--- src/rtl/factorial_arbiter.sv ---
// factorial_arbiter: round-robin scheduler sharing one factorial kernel among NUM_REQ requesters,
// with a single transaction in flight and the result returned only to the granted requester.
module factorial_arbiter #(
    parameter int NUM_REQ    = 4,
    parameter int DATA_WIDTH = 8
) (
    input  logic                          clk,
    input  logic                          rst,
    input  logic [NUM_REQ*DATA_WIDTH-1:0] req_n,
    input  logic [NUM_REQ-1:0]            req_valid,
    output logic [NUM_REQ-1:0]            req_ready,
    output logic [DATA_WIDTH-1:0]         rsp_data,
    output logic [NUM_REQ-1:0]            rsp_valid,
    input  logic [NUM_REQ-1:0]            rsp_ready,
    output logic [DATA_WIDTH-1:0]         k_n,
    output logic                          k_n_valid,
    input  logic                          k_n_ready,
    output logic                          k_start_valid,
    input  logic                          k_start_ready,
    input  logic [DATA_WIDTH-1:0]         k_out0,
    input  logic                          k_out0_valid,
    output logic                          k_out0_ready,
    input  logic                          k_end_valid,
    output logic                          k_end_ready,
    output logic [15:0]                   done_count
);
    localparam int IW = (NUM_REQ > 1) ? $clog2(NUM_REQ) : 1;
    localparam logic [1:0] IDLE = 2'd0, ISSUE = 2'd1, WAIT = 2'd2, RESP = 2'd3;

    logic [1:0]            state;
    logic [DATA_WIDTH-1:0] op_q, res_q, rsp_q;
    logic [IW-1:0]         grant_q, last_grant, g, idx;
    logic                  found, n_sent, s_sent, out_seen, end_seen;
    logic                  n_done, s_done, o_done, e_done;
    logic [DATA_WIDTH-1:0] req_arr [NUM_REQ];

    for (genvar i = 0; i < NUM_REQ; i++) begin : g_split
        assign req_arr[i] = req_n[i*DATA_WIDTH +: DATA_WIDTH];
    end

    // search begins just after the last served requester and wraps around
    always_comb begin
        found = 1'b0;
        g     = '0;
        idx   = '0;
        for (int k = 1; k <= NUM_REQ; k++) begin
            idx = IW'((int'(last_grant) + k) % NUM_REQ);
            if (!found && req_valid[idx]) begin
                found = 1'b1;
                g     = idx;
            end
        end
    end

    assign n_done = n_sent | k_n_ready;
    assign s_done = s_sent | k_start_ready;
    assign o_done = out_seen | k_out0_valid;
    assign e_done = end_seen | k_end_valid;

    assign req_ready     = (state == IDLE && found && rst) ? NUM_REQ'(1) << g : '0;
    assign rsp_valid     = (state == RESP) ? NUM_REQ'(1) << grant_q : '0;
    assign rsp_data      = rsp_q;
    assign k_n           = op_q;
    assign k_n_valid     = state == ISSUE && !n_sent;
    assign k_start_valid = state == ISSUE && !s_sent;
    assign k_out0_ready  = state == WAIT && !out_seen;
    assign k_end_ready   = state == WAIT && !end_seen;

    always_ff @(posedge clk) begin
        if (!rst) begin
            state      <= IDLE;
            op_q       <= '0;
            res_q      <= '0;
            rsp_q      <= '0;
            grant_q    <= '0;
            last_grant <= IW'(NUM_REQ - 1);
            n_sent     <= 1'b0;
            s_sent     <= 1'b0;
            out_seen   <= 1'b0;
            end_seen   <= 1'b0;
            done_count <= '0;
        end else begin
            case (state)
                IDLE: if (found) begin
                    op_q    <= req_arr[g];
                    grant_q <= g;
                    state   <= ISSUE;
                end
                ISSUE: begin
                    n_sent <= n_done;
                    s_sent <= s_done;
                    if (n_done && s_done) state <= WAIT;
                end
                WAIT: begin
                    if (k_out0_valid && !out_seen) res_q <= k_out0;
                    out_seen <= o_done;
                    end_seen <= e_done;
                    // rsp_q only moves here so rsp_data holds its value outside RESP
                    if (o_done && e_done) begin
                        rsp_q <= out_seen ? res_q : k_out0;
                        state <= RESP;
                    end
                end
                RESP: if (rsp_ready[grant_q]) begin
                    last_grant <= grant_q;
                    done_count <= done_count + 16'd1;
                    n_sent     <= 1'b0;
                    s_sent     <= 1'b0;
                    out_seen   <= 1'b0;
                    end_seen   <= 1'b0;
                    state      <= IDLE;
                end
            endcase
        end
    end
endmodule

--- config.mk ---
export PLATFORM = sky130hd
export DESIGN_NAME = factorial_arbiter
export DESIGN_NICKNAME = d
export VERILOG_FILES = /design/src/rtl/factorial_arbiter.sv
export SDC_FILE = /design/constraint.sdc
export NUM_CORES = 1
export LEC_CHECK = 0
export BUFFER_PORTS_ARGS = -buffer_cell sky130_fd_sc_hd__buf_2
export CAP_MARGIN = 10
export CORE_ASPECT_RATIO = 2
export CORE_UTILIZATION = 42
export CTS_BUF_LIST = sky130_fd_sc_hd__clkbuf_2 sky130_fd_sc_hd__clkbuf_4 sky130_fd_sc_hd__clkbuf_8
export CTS_CLUSTER_SIZE = 12
export DETAILED_ROUTE_END_ITERATION = 7
export HOLD_SLACK_MARGIN = 0.1
export MAX_ROUTING_LAYER = met4
export PLACE_DENSITY = 0.7
export SYNTH_ARGS = -nofsm -noshare
export SYNTH_HDL_FRONTEND = slang
export SYNTH_SLANG_ARGS = --single-unit
export TNS_END_PERCENT = 1
--- constraint.sdc ---
create_clock -name clk -period 2.3 [get_ports clk]
set_input_delay 0.46 -clock clk [delete_from_list [all_inputs] [get_ports clk]]
set_output_delay 0.46 -clock clk [all_outputs]
set_load 0.01 [all_outputs]
==> After elaboration in Yosys (flattened, before gate mapping) <==
Index checks and enable logic that the tools add are counted.
{ "word_totals": {"word_cells": 99, "out_inout_bits": 44, "ff_bits": 50, "inputBits": 54} }
{ "classes": {"n_lt_le_gt_ge": 6, "add_sub_neg": 5, "reduce_logical": 29, "bitwise_logic": 5, "n_mux": 34, "eq_ne": 7, "shifts": 2} }
{ "op_table": {"columns": ["op", "n"], "rows": [
  ["2-to-1 mux 8 bit", 3],
  ["adder 16 x 1 -> 16 bit (second input constant)", 1],
  ["binary-select mux 8 bit (select 2 bit)", 1],
  ["2-to-1 mux 2 bit", 8],
  ["less-than comparator 2 x 3 -> 1 bit (second input constant)", 5],
  ["logical AND 1 bit", 12],
  ["AND reduction 2 bit", 6],
  ["binary-select mux 1 bit (select 2 bit)", 5],
  ["2-to-1 mux 1 bit", 10],
  ["2-to-1 mux 4 bit", 2],
  ["one-hot mux 1 bit (2 select lines)", 4],
  ["one-hot mux 2 bit (4 select lines)", 1],
  ["<< shifter 1 x 2 -> 4 bit (first input constant)", 2],
  ["zero test 1 bit", 7],
  ["!= test 2 x 1 -> 1 bit (second input constant)", 3],
  ["adder 2 x 1 -> 2 bit (second input constant)", 2],
  ["adder 2 bit (second input constant)", 2],
  ["== test 2 bit (second input constant)", 2],
  ["bitwise OR 1 bit", 4],
  ["AND reduction 4 bit", 1],
  ["nonzero test 2 bit", 2],
  ["greater-or-equal comparator 3 bit (second input constant)", 1],
  ["inverter 2 -> 3 bit", 1],
  ["== test 2 x 1 -> 1 bit (second input constant)", 1],
  ["2 further kinds", 2]
]} }

==> Logic depth before layout (Yosys ltp) <==
Gate-level depths: netlist (run 1).
{ "depth": {"ltp_word": 17, "ltp_mapped": 7, "mapped_depth_nobuf": 7} }

==> Worst setup path before layout (run 1) <==
No wires, ideal clock.
{ "synth_timing": {"path_type": "in2out", "start": "in req_valid[0]", "end": "out req_ready[2]", "required_ps": 1840, "t_arrival_ps": 1407, "path_buffers": 1, "stages": 6, "slack_ps": 433, "path_cell_list": "buf_2 > a21oi_1 > nor3_2 > nor2_1 > nand3_1 > nor3_1"} }
{ "synth_between": {"elab_chain_len": 15, "word_cells_on_any_way": 26, "cone_classes": "shift: 1; mux: 17; reduce/logical: 8"} }
{ "synth_lines": {"columns": ["item", "line_no", "source"], "rows": [
  ["start: declaration", "10", "input logic [NUM_REQ-1:0] req_valid,"],
  ["binary-select mux 1 bit (select 2 bit)", "48", "if (!found && req_valid[idx]) begin"],
  ["2-to-1 mux 1 bit (not written as such)", "48", null],
  ["2-to-1 mux 1 bit", "48", null],
  ["zero test 1 bit", "48", null],
  ["logical AND 1 bit", "48", null],
  ["2-to-1 mux 1 bit", "48", null],
  ["zero test 1 bit", "48", null],
  ["logical AND 1 bit", "48", null],
  ["2-to-1 mux 1 bit", "48", null],
  ["zero test 1 bit", "48", null],
  ["logical AND 1 bit", "48", null],
  ["2-to-1 mux 1 bit", "48", null],
  ["logical AND 1 bit (2 in a row)", "60", "assign req_ready = (state == IDLE && found && rst) ? NUM_REQ'(1) << g : '0;"],
  ["2-to-1 mux 4 bit *", "60", null],
  ["end: declaration", "11", "output logic [NUM_REQ-1:0] req_ready,"]
]} }
Every way passes the cells marked *; elsewhere a longest branch is shown, timed or not. The select of a mux whose other input is x is not followed.

==> Final worst setup path (run 1) <==
{ "layout_timing": {"start": "reg state[0]", "end": "out req_ready[0]"} }
{ "layout_between": {"elab_chain_len": 4} }
{ "layout_lines": {"columns": ["item", "line_no", "source"], "rows": [
  ["start: declaration", "30", "logic [1:0] state;"],
  ["start signal: assignment", "71", "state <= IDLE;"],
  ["start signal: assignment", "87", "state <= ISSUE;"],
  ["start signal: assignment", "92", "if (n_done && s_done) state <= WAIT;"],
  ["zero test 2 bit", "60", null],
  ["logical AND 1 bit (2 in a row)", "60", null],
  ["2-to-1 mux 4 bit", "60", null]
]} }
Every way passes these cells.

==> run_results.csv, run 1 <==
group,metric,value,unit
run_status,outcome,"finished clean",
die,initial_core_util,0.438,
power_and_ir_drop,power_density,741,nW/µm²
timing,finalCritPeriodShare,0.936,
setup_path,crit_type,"reg -> out",
setup_path,critical_path_peak_fanout,9,
cells_and_area,final_nets,471,
yosys,synthCells,309,
setup_path,crit_family,"buffers and inverters",
routing,dr.first_iter.drc_count,61,
clock_network,cts_buffers,5,
yosys,async_flop_share,0,
yosys,syn-num-nets,369,
die,fp.dieH,114,µm
die,io-pin-count,98,
setup_path,critical_path_required,1840,ps
yosys,synth.area.top_cells,"dfxtp_1 38%, mux2i_1 8.3%, nor2_1 4.4%, nand2_1 3.8%, nor3b_1 3.7%",
setup_path,slowest_stage,"dfxtp_1",
yosys,synthXorXnorAreaFrac,0.0363,
global_routing,grt_pass1_wl,10600,µm
setup_path,cp_cell_sequence,"inv_1 > ha_1 > inv_1 > a31oi_4 > buf_6 > and3_1 > buf_2",
placed_design,dp_hpwl,5220,µm
timing,slew_headroom,0.687,
setup_path,cp-end-kind,"primary output",
yosys,synthDistinctLibCells,43,
placed_design,dpl-instance-area,3280,µm²
clock_network,holdBufCountCts,0,
yosys,synthSimpleGateAreaFrac,0.267,
yosys,synth_area_leader_cell,"dfxtp_1",
yosys,yosys.cell_count.top_type,"dfxtp_1",
yosys,synthMuxAreaShare,0.0914,
clock_network,cts_max_path_buffers,2,
routing,viasPerCell,5.23,
setup_path,timing.rr.start,"grant_q[0]$_SDFFE_PN0P_",
min_path,hold_path_class,"in -> reg",
timing,fin_skew,6.34,ps
clock_network,cts_root_buffer,"clkbuf_8",
min_path,hp-start,"k_out0[6]",
routing,vias,2595,
timing,worst_pin_slew,462,ps
yosys,synth_top_family_by_area,"simple AND/OR/NAND/NOR gates",
routing,avgRoutedWirePerCell,13.5,µm
timing,hold_viol,0,
global_routing,grt_pass1_vias,2458,
cells_and_area,drive_gt1_frac,0.316,
yosys,synth_flop_cell,"dfxtp_1",
yosys,ys_seq_area_frac,0.377,
yosys,synth-seq-cells,50,
cells_and_area,area_growth,27.8,%
job,maxCapViolCount,0,
placed_design,dp_slack,298,ps
timing,final-max-slew-violation-count,0,
setup_path,critPathArrivalTime,1690,ps
die,die_w,58.2,µm
routing,ant_nets,0,
global_routing,antenna_found_initial,0,
timing,fin_crit,2150,ps
clock_network,clock_latency,300,ps
timing,finalSetupTns,0,ps
setup_path,crit_start,"state[0]$_SDFFE_PN0P_",
cells_and_area,diodes,0,
cells_and_area,finalInstanceArea,3390,µm²
global_routing,grt_max_degree,21,
timing,max_freq,464,MHz
setup_path,critPathLaunchType,"register",
yosys,yosysWarningCount,0,
yosys,netlist.area_leader.share,0.377,
timing,worst_slack,147,ps
die,core,6060,µm²
global_routing,track_usage,0.211,
routing,dr.pass1.iters,4,
power_and_ir_drop,leakagePower,1.56,nW
setup_path,max_stage_delay,340,ps
setup_path,crit_buf_inv,4,
clock_network,cts_tree,"done",
placed_design,dp.cells,488,
die,die_area,6660,µm²
timing,rsz0062_at_grt,"false",
yosys,synth_compound_area_frac,0.160,
placed_design,port_buffers,97,
global_routing,gr-total-overflow,0,
power_and_ir_drop,vdd_drop_max,0.491,mV
die,placementRows,40,
yosys,post_synth_fa_ha_maj_area_fraction,0.0283,
yosys,netlist_area,2660,µm²
clock_network,h-tree-depth,2,
placed_design,gp_congestion,0.796,
clock_network,postCtsSetupBuffers,0,
yosys,synth_edf_count,0,
routing,wirelength,6710,µm
setup_path,cp_common_cell,"inv_1",
clock_network,cts.clk_slew.worst_paths,90,ps
routing,drcViolationCount,0,
yosys,ys_top_cells_by_count,"50 x dfxtp_1, 31 x nor2_1, 27 x nand2_1, 22 x mux2i_1, 19 x a21oi_1",
yosys,synth_area_per_cell,8.59,µm²
clock_network,cts.sinks,50,
cells_and_area,layoutNonFillerInstCount,496,
timing,setup_viol,0,
-- where the power goes --
group	total [mW]	leakage [nW]	switching [mW]	internal (mW)
Clock	0.520	0.0486	0.293	0.227
Combinational	0.907	1.10	0.498	0.408
Sequential	1.09	0.406	0.0944	0.994
Total	2.52	1.56	0.886	1.63
-- worst paths after layout --
kind / end / slack, ps / cells past startpoint
max: req_ready[0] / 150 / 7
min: res_q[6]$_SDFFE_PN0P_ / 410 / 3
max reg2reg: done_count[6]$_SDFFE_PN0P_ / 440 / 5
min reg2reg: res_q[6]$_SDFFE_PN0P_ / 460 / 2
-- per-layer routing --
layer / global-route usage / wire length (µm)
met5: - / 0
met4: 0.0937 / 103
met3: 0.0328 / 292
met2: 0.385 / 3670
met1: 0.214 / 2650
-- state kept, by name, indices dropped and copies added, names as in the netlist --
name / cells
n_sent: 1
k_n: 8
out_seen: 1
s_sent: 1
grant_q: 2
end_seen: 1
rsp_data: 8
state: 2
res_q: 8
done_count: 16
last_grant: 2
-- cells in the final DEF, fill, tap and decap left out, drive strengths merged, types with 2 or more instances in the layout --
cell	n
clkbuf	6
o21ai	11
nand4	2
ha	6
nand3	17
o22ai	3
nor3	8
a221oi	6
and3	3
nor2	31
a22oi	6
mux2i	22
nand2b	5
inv	10
and2	6
buf	110
a21oi	20
clkinv	3
nor4	3
or3	4
xor2	6
nor2b	5
o211ai	3
xnor2	5
o221ai	2
nand2	28
and3b	2
a211oi	10
dfxtp	50
nor3b	13
-- final cells by class --
cell class | instances | area (µm²)
clock inverter | 2 | 13.8
clock buffer | 6 | 76.3
sequential | 50 | 1000
multi-input combinational | 233 | 1570
inverter | 11 | 41.3
fill | 599 | 2660
tap | 84 | 105
timing repair buffer | 110 | 587
-- logic make-up (layout without fill, tap and decap cells) --
group           after synthesis  after routing
compound gates               65             65
fa+ha+maj                     6              6
xor+xnor                     11             11
mux                          23             23
buf+inv                      26            129
simple gates                128            128
flops                        50             50
-- metrics by stage --
stage / power [mW] / utilization / hold WS (ps)
2_1_floorplan: 1.66 / - / 436
3_3_place_gp: 1.97 / 0.541 / 443
3_5_place_dp: 1.99 / 0.541 / 450
4_1_cts: 2.52 / 0.556 / 395
5_1_grt: 2.69 / 0.560 / 397
6_report: 2.52 / 0.560 / 405
-- tightest hold or removal path, stage by stage --
cell     delay, ps
buf_2          100
nand3_1         60
a21oi_1         50
-- timing repair --
item | in CTS | in global routing
gates resized for setup | 0 | 5
setup endpoints to repair | 0 | 3
endpoints found under the hold margin | 0 | 0
Note: power is estimated with default switching activity, not from simulation.
==> inputs of run 2 (changes only) <==
- PLACE_DENSITY: 0.7 -> 0.68
==> run 2 against run 1 <==
Against the previous run:
- sequential share of layout area about the same
- flip-flop and latch count is the same
- non-clock buffer count decreased by 1
==> run_results.csv, run 2 (synthesis results as in run 1) <==
group,metric,value,unit
run_status,outcome,"finished clean",
clock_network,h-tree-depth,2,
power_and_ir_drop,power.total,2.51,mW
global_routing,gr-total-overflow,0,
power_and_ir_drop,vdd_drop_max,0.413,mV
setup_path,crit_type,"reg -> out",
clock_network,postCtsSetupBuffers,0,
placed_design,dp_hpwl,5100,µm
cells_and_area,largest_reg_flops,16,
setup_path,timing.rr.start,"grant_q[0]$_SDFFE_PN0P_",
die,initial_core_util,0.438,
placed_design,port_buffers,97,
global_routing,grt_max_degree,21,
cells_and_area,largest_register,"done_count",
clock_network,cts.clk_slew.worst_paths,100,ps
setup_path,r2r-end,"done_count[4]$_SDFFE_PN0P_",
clock_network,cts.sinks,50,
die,placementRows,40,
clock_network,cts_buffers,5,
job,maxCapViolCount,0,
die,die_area,6660,µm²
timing,finalCritPeriodShare,0.935,
die,core,6060,µm²
setup_path,max_stage_delay,350,ps
timing,slew_headroom,0.686,
setup_path,r2r_cells,5,
timing,fin_skew,11.2,ps
min_path,worst_hold_path.endpoint,"res_q[2]$_SDFFE_PN0P_",
min_path,hold_path_class,"in -> reg",
die,fp.dieH,114,µm
cells_and_area,area_growth,27.7,%
cells_and_area,final_nets,470,
timing,max_freq,465,MHz
timing,worst_pin_slew,464,ps
timing,hold_viol,0,
cells_and_area,diodes,0,
setup_path,cp_cell_sequence,"inv_1 > ha_2 > inv_1 > a31oi_4 > buf_6 > and3_1 > buf_2",
cells_and_area,final_common_cell,"buf_2",
routing,dr.first_iter.drc_count,96,
timing,whs,408,ps
setup_path,critical_path_peak_fanout,10,
global_routing,grt_pass1_vias,2451,
setup_path,critical_path_required,1840,ps
cells_and_area,drive_gt1_frac,0.319,
timing,final-max-slew-violation-count,0,
setup_path,critPathArrivalTime,1690,ps
global_routing,antenna_found_initial,0,
power_and_ir_drop,leakagePower,1.54,nW
routing,dr.pass1.iters,4,
die,die_w,58.2,µm
timing,fin_crit,2150,ps
timing,setup_viol,0,
min_path,hold_depth,3,
cells_and_area,final_cell_mix,"97 x buf_2, 49 x dfxtp_1, 31 x nor2_1, 27 x nand2_1, 22 x mux2i_1",
die,io-pin-count,98,
global_routing,track_usage,0.210,
global_routing,grt_pass1_wl,10800,µm
clock_network,cts_tree,"done",
setup_path,critPathLaunchType,"register",
clock_network,cts_root_buffer,"clkbuf_8",
min_path,hp-start,"k_out0[2]",
clock_network,cts_max_path_buffers,2,
setup_path,cp-end-kind,"primary output",
routing,viasPerCell,5.20,
power_and_ir_drop,power_density,741,nW/µm²
timing,rsz0062_at_grt,"false",
routing,vias,2574,
routing,wirelength,6450,µm
routing,avgRoutedWirePerCell,13.0,µm
setup_path,slowest_stage,"dfxtp_1",
clock_network,clock_latency,300,ps
setup_path,r2r_slack,450,ps
timing,finalSetupTns,0,ps
routing,drcViolationCount,0,
routing,ant_nets,0,
placed_design,gp_congestion,0.819,
setup_path,cp_common_cell,"inv_1",
run 2: cell count changes in the layout (fill, tap and decap cells not counted):
cell	change
inv_2	+1
clkinvlp_4	+2
ha_2	+1
inv_1	-1
inv_6	+1
clkinv_2	-1
clkbuf_4	-1
ha_1	-1
clkinv_4	-1
buf_4	-1
run 2: cell type report:
cell class	count	area (µm²)
repair buffers	109	579
fillers	587	2670
multi-input cells	233	1570
inverters	11	41.3
flip-flops and latches	50	1000
well taps	84	105
clock buffers	5	68.8
clock inverters	3	23.8
run 2: metrics by stage:
| stage | setup WS [ps] | cells | util | cell area, µm² |
|---|---|---|---|---|
| after floorplan | 433 | 309 | - | 2660 |
| after global placement | 358 | 487 | 0.540 | 3270 |
| after detailed placement | 330 | 487 | 0.540 | 3270 |
| after CTS | 42.8 | 495 | 0.555 | 3360 |
| after global routing | 8.27 | 495 | 0.560 | 3390 |
| final | 151 | 495 | 0.560 | 3390 |
run 2: power by group:
| group | switching (mW) | internal [mW] | leakage [nW] |
|---|---|---|---|
| sequential | 0.0967 | 0.995 | 0.406 |
| combinational | 0.495 | 0.407 | 1.10 |
| clock | 0.302 | 0.218 | 0.0408 |
run 2: metal layers:
metal	global-route usage	wire [µm]	vias up	part of all wire
met5	-	0	-	0
met4	0.0683	87	0	0.013
met3	0.0316	289	7	0.045
met2	0.380	3530	88	0.55
met1	0.229	2540	1177	0.39
li1	-	-	1302	-
run 2: worst max path at each step:
stage	start	endpoint	slack, ps
after floorplan	req_valid[0]	req_ready[2]	430
after global placement	req_valid[0]	req_ready[2]	360
after detailed placement	req_valid[0]	req_ready[2]	330
after CTS	last_grant[1]$_SDFFE_PN1P_	req_ready[2]	40
final	state[1]$_SDFFE_PN0P_	req_ready[0]	150
after global routing	state[1]$_SDFFE_PN0P_	req_ready[2]	8
run 2: critical path, delay by kind of cell (launching register included):
kind	cells	cell delay (ps)
adders and majority gates	1	210
DFF	1	350
and+or+nand+nor	1	150
buffers and inverters	4	500
AOI/OAI and AO/OA	1	180
run 2: timing repair:
action	CTS	global route
hold buffers	0	0
gates resized for setup	0	7
endpoints found under the hold margin	0	0
setup endpoints to repair	0	3
==> inputs of run 3 (changes only) <==
- REMOVE_ABC_BUFFERS: default -> 1
==> run 3 against run 2 <==
Against the previous run:
- flip-flop and latch count stayed put
- total power is 6.4% higher
- wire length is 9.7% higher
- fmax down 1.2%
==> run_results.csv, run 3 (synthesis results as in run 1) <==
group,metric,value,unit
clock_network,postCtsSetupBuffers,0,
die,core,6060,µm²
clock_network,clock_latency,310,ps
clock_network,cts_buffers,5,
cells_and_area,largest_reg_flops,16,
setup_path,critPathLaunchType,"register",
global_routing,grt_pass1_vias,2546,
cells_and_area,final_common_cell,"buf_2",
cells_and_area,regArea,1000,µm²
global_routing,gr-total-overflow,0,
die,die_area,6660,µm²
setup_path,critPathArrivalTime,1720,ps
cells_and_area,multi_input_area,1570,µm²
die,fp.dieH,114,µm
cells_and_area,layoutNonFillerInstCount,498,
die,die_w,58.2,µm
run_status,outcome,"finished clean",
timing,final-max-slew-violation-count,0,
power_and_ir_drop,switching_share,0.341,
power_and_ir_drop,vdd_drop_max,0.444,mV
placed_design,gp_congestion,0.848,
clock_network,cts_resized,2,
cells_and_area,largest_register,"done_count",
routing,dr.pass1.iters,4,
job,maxCapViolCount,0,
global_routing,track_usage,0.231,
global_routing,grt_max_degree,25,
die,io-pin-count,98,
cells_and_area,diodes,0,
power_and_ir_drop,switchingPower,0.912,mW
clock_network,h-tree-depth,2,
min_path,hold_path_class,"in -> reg",
cells_and_area,final_nets,473,
power_and_ir_drop,pwr-share-seq,0.405,
routing,viasPerCell,5.30,
clock_network,holdBufCountCts,0,
global_routing,grt_pass1_wl,11300,µm
power_and_ir_drop,power.share.clock,0.240,
cells_and_area,final_cell_mix,"97 x buf_2, 48 x dfxtp_1, 31 x nor2_1, 27 x nand2_1, 22 x mux2i_1",
clock_network,cts_root_buffer,"clkbuf_8",
timing,finalSetupTns,0,ps
timing,setup_viol,0,
setup_path,crit_type,"reg -> out",
setup_path,cp-end-kind,"primary output",
timing,finalCritPeriodShare,0.946,
die,initial_core_util,0.438,
setup_path,critical_path_required,1840,ps
clock_network,cts_tree,"done",
routing,drcViolationCount,0,
routing,ant_nets,0,
routing,dr.first_iter.drc_count,137,
placed_design,port_buffers,97,
clock_network,cts_max_path_buffers,2,
routing,wirelength,7080,µm
timing,max_freq,460,MHz
clock_network,cts.clk_slew.worst_paths,90,ps
timing,rsz0062_at_grt,"false",
timing,fin_crit,2180,ps
routing,routed.top_layer,"met4",
power_and_ir_drop,leakagePower,1.58,nW
clock_network,cts.sinks,50,
cells_and_area,drive_gt1_frac,0.326,
routing,wl_met1,2460,µm
power_and_ir_drop,p_int,1.76,mW
timing,slew_headroom,0.669,
power_and_ir_drop,power_density,778,nW/µm²
placed_design,dp.cells,490,
setup_path,critical_path_peak_fanout,10,
placed_design,dp_hpwl,5690,µm
power_and_ir_drop,power.total,2.67,mW
die,placementRows,40,
cells_and_area,num-fill-cells,603,
cells_and_area,area_growth,29.5,%
routing,wl_met3,390,µm
global_routing,antenna_found_initial,0,
timing,worst_pin_slew,489,ps
routing,avgRoutedWirePerCell,14.2,µm
routing,wl_met2,4030,µm
timing,hold_viol,0,
timing,fin_skew,3.66,ps
power_and_ir_drop,p_comb_frac,0.355,
routing,vias,2641,
-- run 3: cell type report --
cell class                 count  area share
timing repair buffer         112       0.175
sequential                    50       0.292
multi-input combinational    233       0.457
clock buffer                   7      0.0244
tap                           84      0.0306
clock inverter                 1     0.00873
inverter                      11      0.0120
-- run 3: per-layer routing --
metal,global-route usage,vias up
met2,0.448,107
met5,-,-
li1,-,1310
met4,0.114,0
met3,0.0452,13
met1,0.198,1211
-- run 3: worst max-delay path, stage by stage (launching register included) --
cell     delay (ps)
dfxtp_1         350
inv_1           120
ha_1            200
inv_1           100
a31oi_4         200
buf_6           170
and3_1          150
buf_2           120
-- run 3: per-stage QoR --
stage	hold WS (ps)	area [µm²]	utilization	setup slack (ps)
detailed placement	450	3290	0.544	237
CTS	385	3410	0.564	3.85
global route	404	3440	0.568	23.7
global placement	442	3290	0.544	284
finish	397	3440	0.568	124
floorplan	436	2590	-	147
-- run 3: worst paths after layout --
path | from | endpoint | slack [ps] | cells after the start
worst max-delay path | state[1]$_SDFFE_PN0P_ | req_ready[0] | 120 | 7
worst min-delay path | k_end_valid | end_seen$_SDFFE_PN0P_ | 400 | 3
worst max register to register | grant_q[0]$_SDFFE_PN0P_ | state[0]$_SDFFE_PN0P_ | 490 | 5
worst min register to register | res_q[5]$_SDFFE_PN0P_ | res_q[5]$_SDFFE_PN0P_ | 460 | 2
-- run 3: power groups by stage --
stage          sequential, mW  combinational [mW]  clock [mW]
4_1_cts                  1.08               0.934       0.666
5_1_grt                  1.10                1.04       0.698
2_1_floorplan            1.13               0.502           0
6_report                 1.08               0.949       0.641
3_3_place_gp             1.10               0.915           0
3_5_place_dp             1.10               0.929           0
